File: config.mk
export PLATFORM = sky130hd
export DESIGN_NAME = clint_timer
export DESIGN_NICKNAME = d
export VERILOG_FILES = /design/src/rtl/clint_timer_pkg.sv /design/src/rtl/clint_rtc_tick.sv /design/src/rtl/clint_timer.sv
export SDC_FILE = /design/constraint.sdc
export NUM_CORES = 1
export LEC_CHECK = 0
export BUFFER_PORTS_ARGS = -buffer_cell sky130_fd_sc_hd__buf_2
export CAP_MARGIN = 10
export CORE_MARGIN = 2
export CORE_UTILIZATION = 40
export CTS_CLUSTER_DIAMETER = 200
export DETAILED_ROUTE_END_ITERATION = 16
export GPL_TIMING_DRIVEN = 0
export PLACE_DENSITY = 0.6
export SYNTH_ARGS = -nofsm -noshare
export SYNTH_HDL_FRONTEND = slang
export SYNTH_SLANG_ARGS = --single-unit
File: constraint.sdc
create_clock -name clock -period 5 [get_ports clock]
set_input_delay 0.25 -clock clock [delete_from_list [all_inputs] [get_ports clock]]
set_output_delay 0.25 -clock clock [all_outputs]
set_load 0.05 [all_outputs]
File: src/rtl/clint_timer_pkg.sv
// Purpose: shared CLINT constants, window configuration and FSM state type.
// Latency: n/a (declarations only).
// Backpressure: n/a.
package clint_timer_pkg;

    localparam logic [31:0] CLINT_BASE_ADDR = 32'h0200_0000;
    localparam logic [31:0] CLINT_TOP_ADDR  = 32'h0200_C000;
    localparam int          CLK_DIVIDER_RTC = 4;

    localparam logic [15:0] CLINT_MSIP        = 16'h0000;
    localparam logic [15:0] CLINT_MTIMECMP    = 16'h4000;
    localparam logic [15:0] CLINT_MTIMECMP_HI = CLINT_MTIMECMP + 16'h0004;
    localparam logic [15:0] CLINT_MTIME       = 16'hBFF8;
    localparam logic [15:0] CLINT_MTIME_HI    = CLINT_MTIME + 16'h0004;

    typedef enum logic {IDLE, RESP} clint_state_t;

    // Byte-lane merge of a store into an existing 32-bit register.
    function automatic logic [31:0] merge_bytes(input logic [31:0] old_val,
                                                input logic [31:0] wdata,
                                                input logic [3:0]  wstrb);
        logic [31:0] res;
        res = old_val;
        for (int b = 0; b < 4; b++) begin
            if (wstrb[b]) res[8*b +: 8] = wdata[8*b +: 8];
        end
        return res;
    endfunction

endpackage

File: src/rtl/clint_rtc_tick.sv
// Purpose: divides the core clock into a single-cycle RTC tick.
// Latency: tick high for one cycle every 2*(div+1) clocks, first at clock 2*(div+1) after reset.
// Backpressure: none; free-running.
module clint_rtc_tick
    import clint_timer_pkg::*;
#(
    parameter int clk_divider_rtc = CLK_DIVIDER_RTC
) (
    input  logic clock,
    input  logic reset,
    output logic tick
);

    localparam int              PERIOD  = 2 * (clk_divider_rtc + 1);
    localparam int              CW      = (PERIOD > 2) ? $clog2(PERIOD) : 1;
    localparam logic [CW-1:0]   CNT_MAX = CW'(PERIOD - 1);

    logic [CW-1:0] cnt;

    always_ff @(posedge clock or negedge reset) begin
        if (!reset) begin
            cnt <= '0;
        end else if (cnt == CNT_MAX) begin
            cnt <= '0;
        end else begin
            cnt <= cnt + 1'b1;
        end
    end

    assign tick = (cnt == CNT_MAX);

endmodule

File: src/rtl/clint_timer.sv
// Purpose: core-local interruptor: msip, 64-bit mtimecmp and RTC-driven mtime on a valid/ready data port.
// Latency: mem_ready pulses one cycle after the accepting edge; mtip lags register changes by one cycle.
// Backpressure: one request in flight; mem_valid held during the response cycle is not re-accepted.
module clint_timer
    import clint_timer_pkg::*;
#(
    parameter logic [31:0] clint_base_addr = CLINT_BASE_ADDR,
    parameter int          clk_divider_rtc = CLK_DIVIDER_RTC
) (
    input  logic        clock,
    input  logic        reset,
    input  logic        mem_valid,
    input  logic        mem_instr,
    input  logic [31:0] mem_addr,
    input  logic [31:0] mem_wdata,
    input  logic [3:0]  mem_wstrb,
    output logic [31:0] mem_rdata,
    output logic        mem_ready,
    output logic        mtip,
    output logic        msip
);

    localparam logic [31:0] WIN_SIZE = CLINT_TOP_ADDR - CLINT_BASE_ADDR;

    clint_state_t state;
    logic [63:0]  mtime;
    logic [63:0]  mtimecmp;
    logic         tick;

    clint_rtc_tick #(.clk_divider_rtc(clk_divider_rtc)) u_rtc_tick (
        .clock (clock),
        .reset (reset),
        .tick  (tick)
    );

    logic [31:0] off;
    logic [15:0] word;
    logic        accept, data_acc, wr;
    logic        sel_msip, sel_cmp_lo, sel_cmp_hi, sel_mt_lo, sel_mt_hi;

    // Addresses below the base wrap to huge offsets and fall outside the window.
    assign off        = mem_addr - clint_base_addr;
    assign word       = {off[15:2], 2'b00};
    assign accept     = (state == IDLE) && mem_valid;
    assign data_acc   = accept && !mem_instr && (off < WIN_SIZE);
    assign wr         = data_acc && (mem_wstrb != 4'h0);
    assign sel_msip   = (word == CLINT_MSIP);
    assign sel_cmp_lo = (word == CLINT_MTIMECMP);
    assign sel_cmp_hi = (word == CLINT_MTIMECMP_HI);
    assign sel_mt_lo  = (word == CLINT_MTIME);
    assign sel_mt_hi  = (word == CLINT_MTIME_HI);

    logic [31:0] rd_val;
    always_comb begin
        rd_val = 32'h0;
        if (data_acc) begin
            if (sel_msip)   rd_val = {31'h0, msip};
            if (sel_cmp_lo) rd_val = mtimecmp[31:0];
            if (sel_cmp_hi) rd_val = mtimecmp[63:32];
            if (sel_mt_lo)  rd_val = mtime[31:0];
            if (sel_mt_hi)  rd_val = mtime[63:32];
        end
    end

    // A store to an mtime half overrides the tick for that half; a stored lo
    // half also suppresses the carry into hi.
    logic [63:0] mtime_inc;
    logic [31:0] mt_lo_nxt, mt_hi_nxt;
    assign mtime_inc = mtime + 64'd1;

    always_comb begin
        mt_lo_nxt = tick ? mtime_inc[31:0]  : mtime[31:0];
        mt_hi_nxt = tick ? mtime_inc[63:32] : mtime[63:32];
        if (wr && sel_mt_lo) begin
            mt_lo_nxt = merge_bytes(mtime[31:0], mem_wdata, mem_wstrb);
            mt_hi_nxt = mtime[63:32];
        end
        if (wr && sel_mt_hi) begin
            mt_hi_nxt = merge_bytes(mtime[63:32], mem_wdata, mem_wstrb);
        end
    end

    always_ff @(posedge clock or negedge reset) begin
        if (!reset) begin
            state     <= IDLE;
            mem_ready <= 1'b0;
            mem_rdata <= 32'h0;
            mtime     <= 64'h0;
            mtimecmp  <= 64'hFFFF_FFFF_FFFF_FFFF;
            msip      <= 1'b0;
            mtip      <= 1'b0;
        end else begin
            mtime <= {mt_hi_nxt, mt_lo_nxt};
            mtip  <= (mtime >= mtimecmp);
            case (state)
                IDLE: begin
                    if (accept) begin
                        state     <= RESP;
                        mem_ready <= 1'b1;
                        mem_rdata <= rd_val;
                        if (wr && sel_msip && mem_wstrb[0]) msip <= mem_wdata[0];
                        if (wr && sel_cmp_lo)
                            mtimecmp[31:0]  <= merge_bytes(mtimecmp[31:0], mem_wdata, mem_wstrb);
                        if (wr && sel_cmp_hi)
                            mtimecmp[63:32] <= merge_bytes(mtimecmp[63:32], mem_wdata, mem_wstrb);
                    end
                end
                RESP: begin
                    state     <= IDLE;
                    mem_ready <= 1'b0;
                    mem_rdata <= 32'h0;
                end
                default: state <= IDLE;
            endcase
        end
    end

endmodule

; ---- After elaboration in Yosys (flattened, before gate mapping)
; Index checks and enable logic that the tools add are counted.
[totals]
regBits = 168
out_inout_bits = 35
inputBits = 72
word_cells = 97
[op_classes]
n_lt_le_gt_ge = 2
n_reduce_logical = 32
add_sub_neg = 3
n_mux = 22
n_eq_ne = 15
n_bitwise = 1
[ops]
columns = operator, count
row1 = 32-bit 2-to-1 mux, 11
row2 = 64-bit by 1-bit adder with 64-bit output (second input constant), 1
row3 = 64-bit greater-or-equal comparator, 1
row4 = 32-bit case mux with 2 select lines, 1
row5 = 32-bit by 16-bit < comparator with 1-bit output (second input constant), 1
row6 = 8-bit 2-to-1 mux, 4
row7 = 4-bit AND reduction, 8
row8 = 32-bit by 26-bit subtractor with 32-bit output (second input constant), 1
row9 = 14-bit by 13-bit equality test with 1-bit output (second input constant), 2
row10 = 14-bit equality test (second input constant), 2
row11 = 2-bit != test (second input constant), 9
row12 = 16-bit logical NOT, 1
row13 = 3-bit AND reduction, 5
row14 = 1-bit logical AND, 10
row15 = 2-bit AND reduction, 4
row16 = 4-bit by 1-bit adder with 4-bit output (second input constant), 1
row17 = 4-bit equality test (second input constant), 1
row18 = 4-bit 2-to-1 mux, 1
row19 = 1-bit case mux with 2 select lines, 2
row20 = 2-bit nonzero test, 2
row21 = 4-bit nonzero test, 1
row22 = 1-bit 2-to-1 mux, 3
row23 = 2-bit by 1-bit != test with 1-bit output (second input constant), 1
row24 = 1-bit logical NOT, 1
row25 = 1-bit inverter, 1

; ---- Logic depth before layout (Yosys ltp)
[logic_depth]
ltp_word = 10
depth_mapped = 12
ltp_nobuf = 9

; ---- Cells and area by module
; A second synthesis with hierarchy kept.
[hier_totals]
cells_unflattened = 1249
hier_area_um2 = 11128.2
[by_module_without_submodules]
columns = mod, area_each_um2, n_inst, cells_each, seq_area_each_um2
row1 = clint_timer, 10956.8, 1, 1234, 4184.0
row2 = clint_rtc_tick, 171.4, 1, 15, 100.1

; ---- Worst setup path after synthesis
; No wires, ideal clock.
[synth_timing]
kind = input to register
from = input port mem_addr[25]
to = register mtime[54]
arrival_time_ns = 2.446
setup_ns = 0.126
path_slack_ns = 2.428
path_buffers = 3
required_time_ns = 4.874
path_stages = 11
path_cell_list = inv_1 ha_1 nor4bb_1 nand3_2 or2_1 buf_6 or4_4 buf_6 buf_2 o22ai_1 a21oi_1
[synth_via]
elab_chain_cells = 7
word_cells_on_any_way = 11
classes_between = add/sub (1) / order compare (1) / eq/ne (2) / mux (1) / reduce/logical (6)
[synth_lines]
columns = item, line_no
row1 = start: declaration, clint_timer.sv:14  ; input logic [31:0] mem_addr,
row2 = 32-bit by 26-bit subtractor with 32-bit output *, clint_timer.sv:42  ; assign off = mem_addr - clint_base_addr;
row3 = 32-bit by 16-bit < comparator with 1-bit output *, clint_timer.sv:45  ; assign data_acc = accept && !mem_instr && (off < WIN_SIZE);
row4 = 1-bit logical AND *, clint_timer.sv:45
row5 = 1-bit logical AND *, clint_timer.sv:46  ; assign wr = data_acc && (mem_wstrb != 4'h0);
row6 = "1-bit logical AND, on equally long branches", "clint_timer.sv:78, clint_timer.sv:74"
row7 = 2-bit != test (no line) (tied with other cells), -
row8 = 3-bit AND reduction (no line), -
row9 = end signal: assignment, clint_timer.sv:93  ; mtime <= {mt_hi_nxt, mt_lo_nxt};
row10 = end: declaration, clint_timer.sv:26  ; logic [63:0] mtime;
; Every way passes the cells marked *; elsewhere a longest branch is shown, timed or not.
; A chain may end at the register's enable or synchronous reset.

; ---- Final worst setup path
[layout_timing]
from = register mtime[27]
to = register mtime[56]
[layout_via]
elab_chain_cells = 4
[layout_lines]
columns = item, line_no
row1 = 64-bit by 1-bit adder with 64-bit output, clint_timer.sv:69  ; assign mtime_inc = mtime + 64'd1;
row2 = 32-bit 2-to-1 mux, clint_timer.sv:73  ; mt_hi_nxt = tick ? mtime_inc[63:32] : mtime[63:32];
row3 = 32-bit 2-to-1 mux, clint_timer.sv:74  ; if (wr && sel_mt_lo) begin
row4 = 32-bit 2-to-1 mux, clint_timer.sv:78  ; if (wr && sel_mt_hi) begin
; No other way between the ends. The select of a mux whose other input is x is not followed.

==> results.tsv <==
stage	metric	value	unit
die	coreArea	26130	sq um
setup_path	cp.required	5.37	ns
synth	synth.cell_area	10700	sq um
synth	yosysWarningCount	0	
synth	synth_edf_count	0	
global_routing	grt_pass1_wl	58110	um
power	ir_drop	0.1556	mV
synth	synth_common_cells	nand2_1, dfrtp_1, o21ai_0	
synth	syn_avg_cell_area	8.941	sq um
die	start_util	0.4096	
cts	cts_tree	built	
global_routing	grt_use_total	0.2701	
min_path	worstHoldPathType	in -> reg	
cts	numCtsBuffers	17	
routing	drc	0	
die	rows	59	
global_routing	antenna_found_initial	1	
die	die_h	167.6	um
run_status	outcome	completed	
setup_path	path_max_fanout	8	
synth	synth.area.top_cells	dfrtp_1, dfstp_2, ha_1, nand2_1, o21ai_0	
setup_path	crit_path_end_kind	flop	
synth	syn-num-nets	1335	
global_routing	overflow	0	
setup_path	worstSetupPathType	reg -> reg	
cts	clock_latency	0.44	ns
final_layout	area_growth_syn_to_layout	14.59	%
synth	synth.most_common_cell	nand2_1	
cts	clockBufferDepth	2	
sta	max_slew_margin	0.1988	
routing	drt-wirelength-per-cell	22.34	um
sta	hold_viol_final	0	
job	drv_cap	0	
power	leakagePower	5.435	nW
sta	fin_crit	3.442	ns
synth	synth_ff_type	dfrtp_1	
routing	first_pass_iters	6	
routing	drt_iter0_markers	1063	
sta	rsz0062_at_grt	no	
place	hpwl	27640	um
synth	yosysUniqueCellTypes	77	
synth	synth_seq_cells	168	
cts	clock-sinks	168	
sta	finClkSkew	0.01284	ns
synth	ys_async_sr_fraction	1.000	
synth	seq_area_frac_synth	0.4003	
place	place_congestion	0.9261	
routing	ant_nets	0	
final_layout	nets	1458	
routing	vias_per_cell	6.066	
routing	wl	37290	um
final_layout	fin_cells	1669	
sta	tightest_slew	1.191	ns
sta	setup_viol	0	
power	total_power	2.834	mW
synth	yosysTopAreaCellShare	0.2432	
global_routing	grt_max_degree	102	
sta	setup_tns	0	ns
final_layout	drive_gt1_frac	0.2041	
cts	cts.htree.levels	4	
die	io_pins	107	
synth	synth_top_area_cell	dfrtp_1	
cts	path_clk_slew	0.07	ns
global_routing	first_global_vias	9968	
setup_path	start_kind	flop	
routing	dr_total_vias	10124	
die	die_w	167.6	um
synth	syn_inst	1197	
final_layout	final.fill_count	2594	
power	powerDensity	231.0	nW/um^2
cts	post_cts_buffers	0	
cts	root_buffer	clkbuf_16	
place	io_buffers	102	
setup_path	arrival	3.82	ns
die	die_area	28080	sq um
sta	fmax	290.5	MHz
sta	drv_slew	0	
place	dp.cells	1635	
sta	fin_crit_sh	0.6884	
[what timing repair did]
| item | in CTS | in global routing |
|---|---|---|
| gates resized for setup | 0 | 0 |
| hold buffers | 1 | 0 |
| endpoints found under the hold margin | 32 | 0 |
| endpoints found under the setup margin | 0 | 0 |
[worst max-delay path, cell delays in order, from the launching register on]
cell	delay, ns
dfrtp_1	0.47
nand4_1	0.25
nor4_2	0.88
nand2_1	0.18
nor3_1	0.86
nand2_1	0.27
o31ai_1	0.29
o211a_1	0.18
[layout by cell type, fill, tap and decap left out, types with 46 or more instances in the layout]
master	netlist	layout
inv_1	82	82
nand2_1	157	157
nor2_1	58	58
buf_2	10	111
o21ai_0	97	97
ha_1	66	66
dfrtp_1	104	104
dfstp_2	64	64
clkbuf_1	45	46
a21oi_1	94	94
[routing by layer]
metal,vias up,track usage,wire length [um]
met3,83,0.05932,3508
met2,536,0.4113,16200
met1,4826,0.3722,16110
met4,0,0.1134,1468
li1,4679,-,-
met5,-,0,0
[worst paths after layout]
path                       depth (start not counted)             to    startpoint  slack [ns]
min reg2reg                                        1      mem_ready         state        0.44
max in group asynchronous                          3    mtimecmp[0]         reset        3.76
max                                                7      mtime[56]     mtime[27]        1.56
min in group asynchronous                          2  mem_rdata[18]         reset        0.34
max reg2reg                                        7      mtime[56]     mtime[27]        1.56
min                                                3   mtimecmp[35]  mem_wdata[3]        0.06
[registers in the layout, indices dropped and copies added, names as in the netlist]
| register | flops |
|---|---|
| state | 1 |
| mem_ready | 1 |
| mem_rdata | 32 |
| u_rtc_tick.cnt | 4 |
| mtimecmp | 64 |
| msip | 1 |
| mtime | 64 |
| mtip | 1 |
[area by class of cell]
class                   instances  area (sq um)  area share
diodes                          1         2.502   0.0002040
plain buffers                  62         279.0     0.02275
clock buffers                  21         470.5     0.03836
clock inverters                11         111.4    0.009080
inverters                      82         307.8     0.02510
multi-input cells             885          5832      0.4755
flip-flops and latches        168          4284      0.3493
well taps                     335         419.2     0.03418
repair buffers                104         558.0     0.04550
[per-stage QoR]
step	setup WS, ns	hold WS (ns)	cell area, sq um	utilization
CTS	1.666	0.05605	12260	0.4692
finish	1.558	0.05646	12260	0.4693
global route	1.422	0.07405	12260	0.4693
detailed placement	1.637	0.2401	11670	0.4466
floorplan	2.428	-0.04559	10700	-
global placement	0.9167	0.4243	11630	0.4451
[power breakdown]
part           leakage [nW]  total [mW]  internal [mW]  switching, mW
combinational          3.19       0.134         0.0354         0.0985
sequential             1.96        1.37           1.36        0.00275
clock                 0.281        1.33          0.735          0.599
total                  5.44        2.83           2.13          0.700
[logic make-up after synthesis]
logic type               after synthesis  synth area share
adder cells (fa/ha/maj)               66           0.07716
flip-flops                           168            0.4003
AO/OA/AOI/OAI                        385            0.2328
buffers and inverters                144           0.05483
AND/OR/NAND/NOR                      384            0.1853
multiplexers                          42           0.04314
XOR/XNOR                               8          0.006546
(Power assumes the default switching activity.)
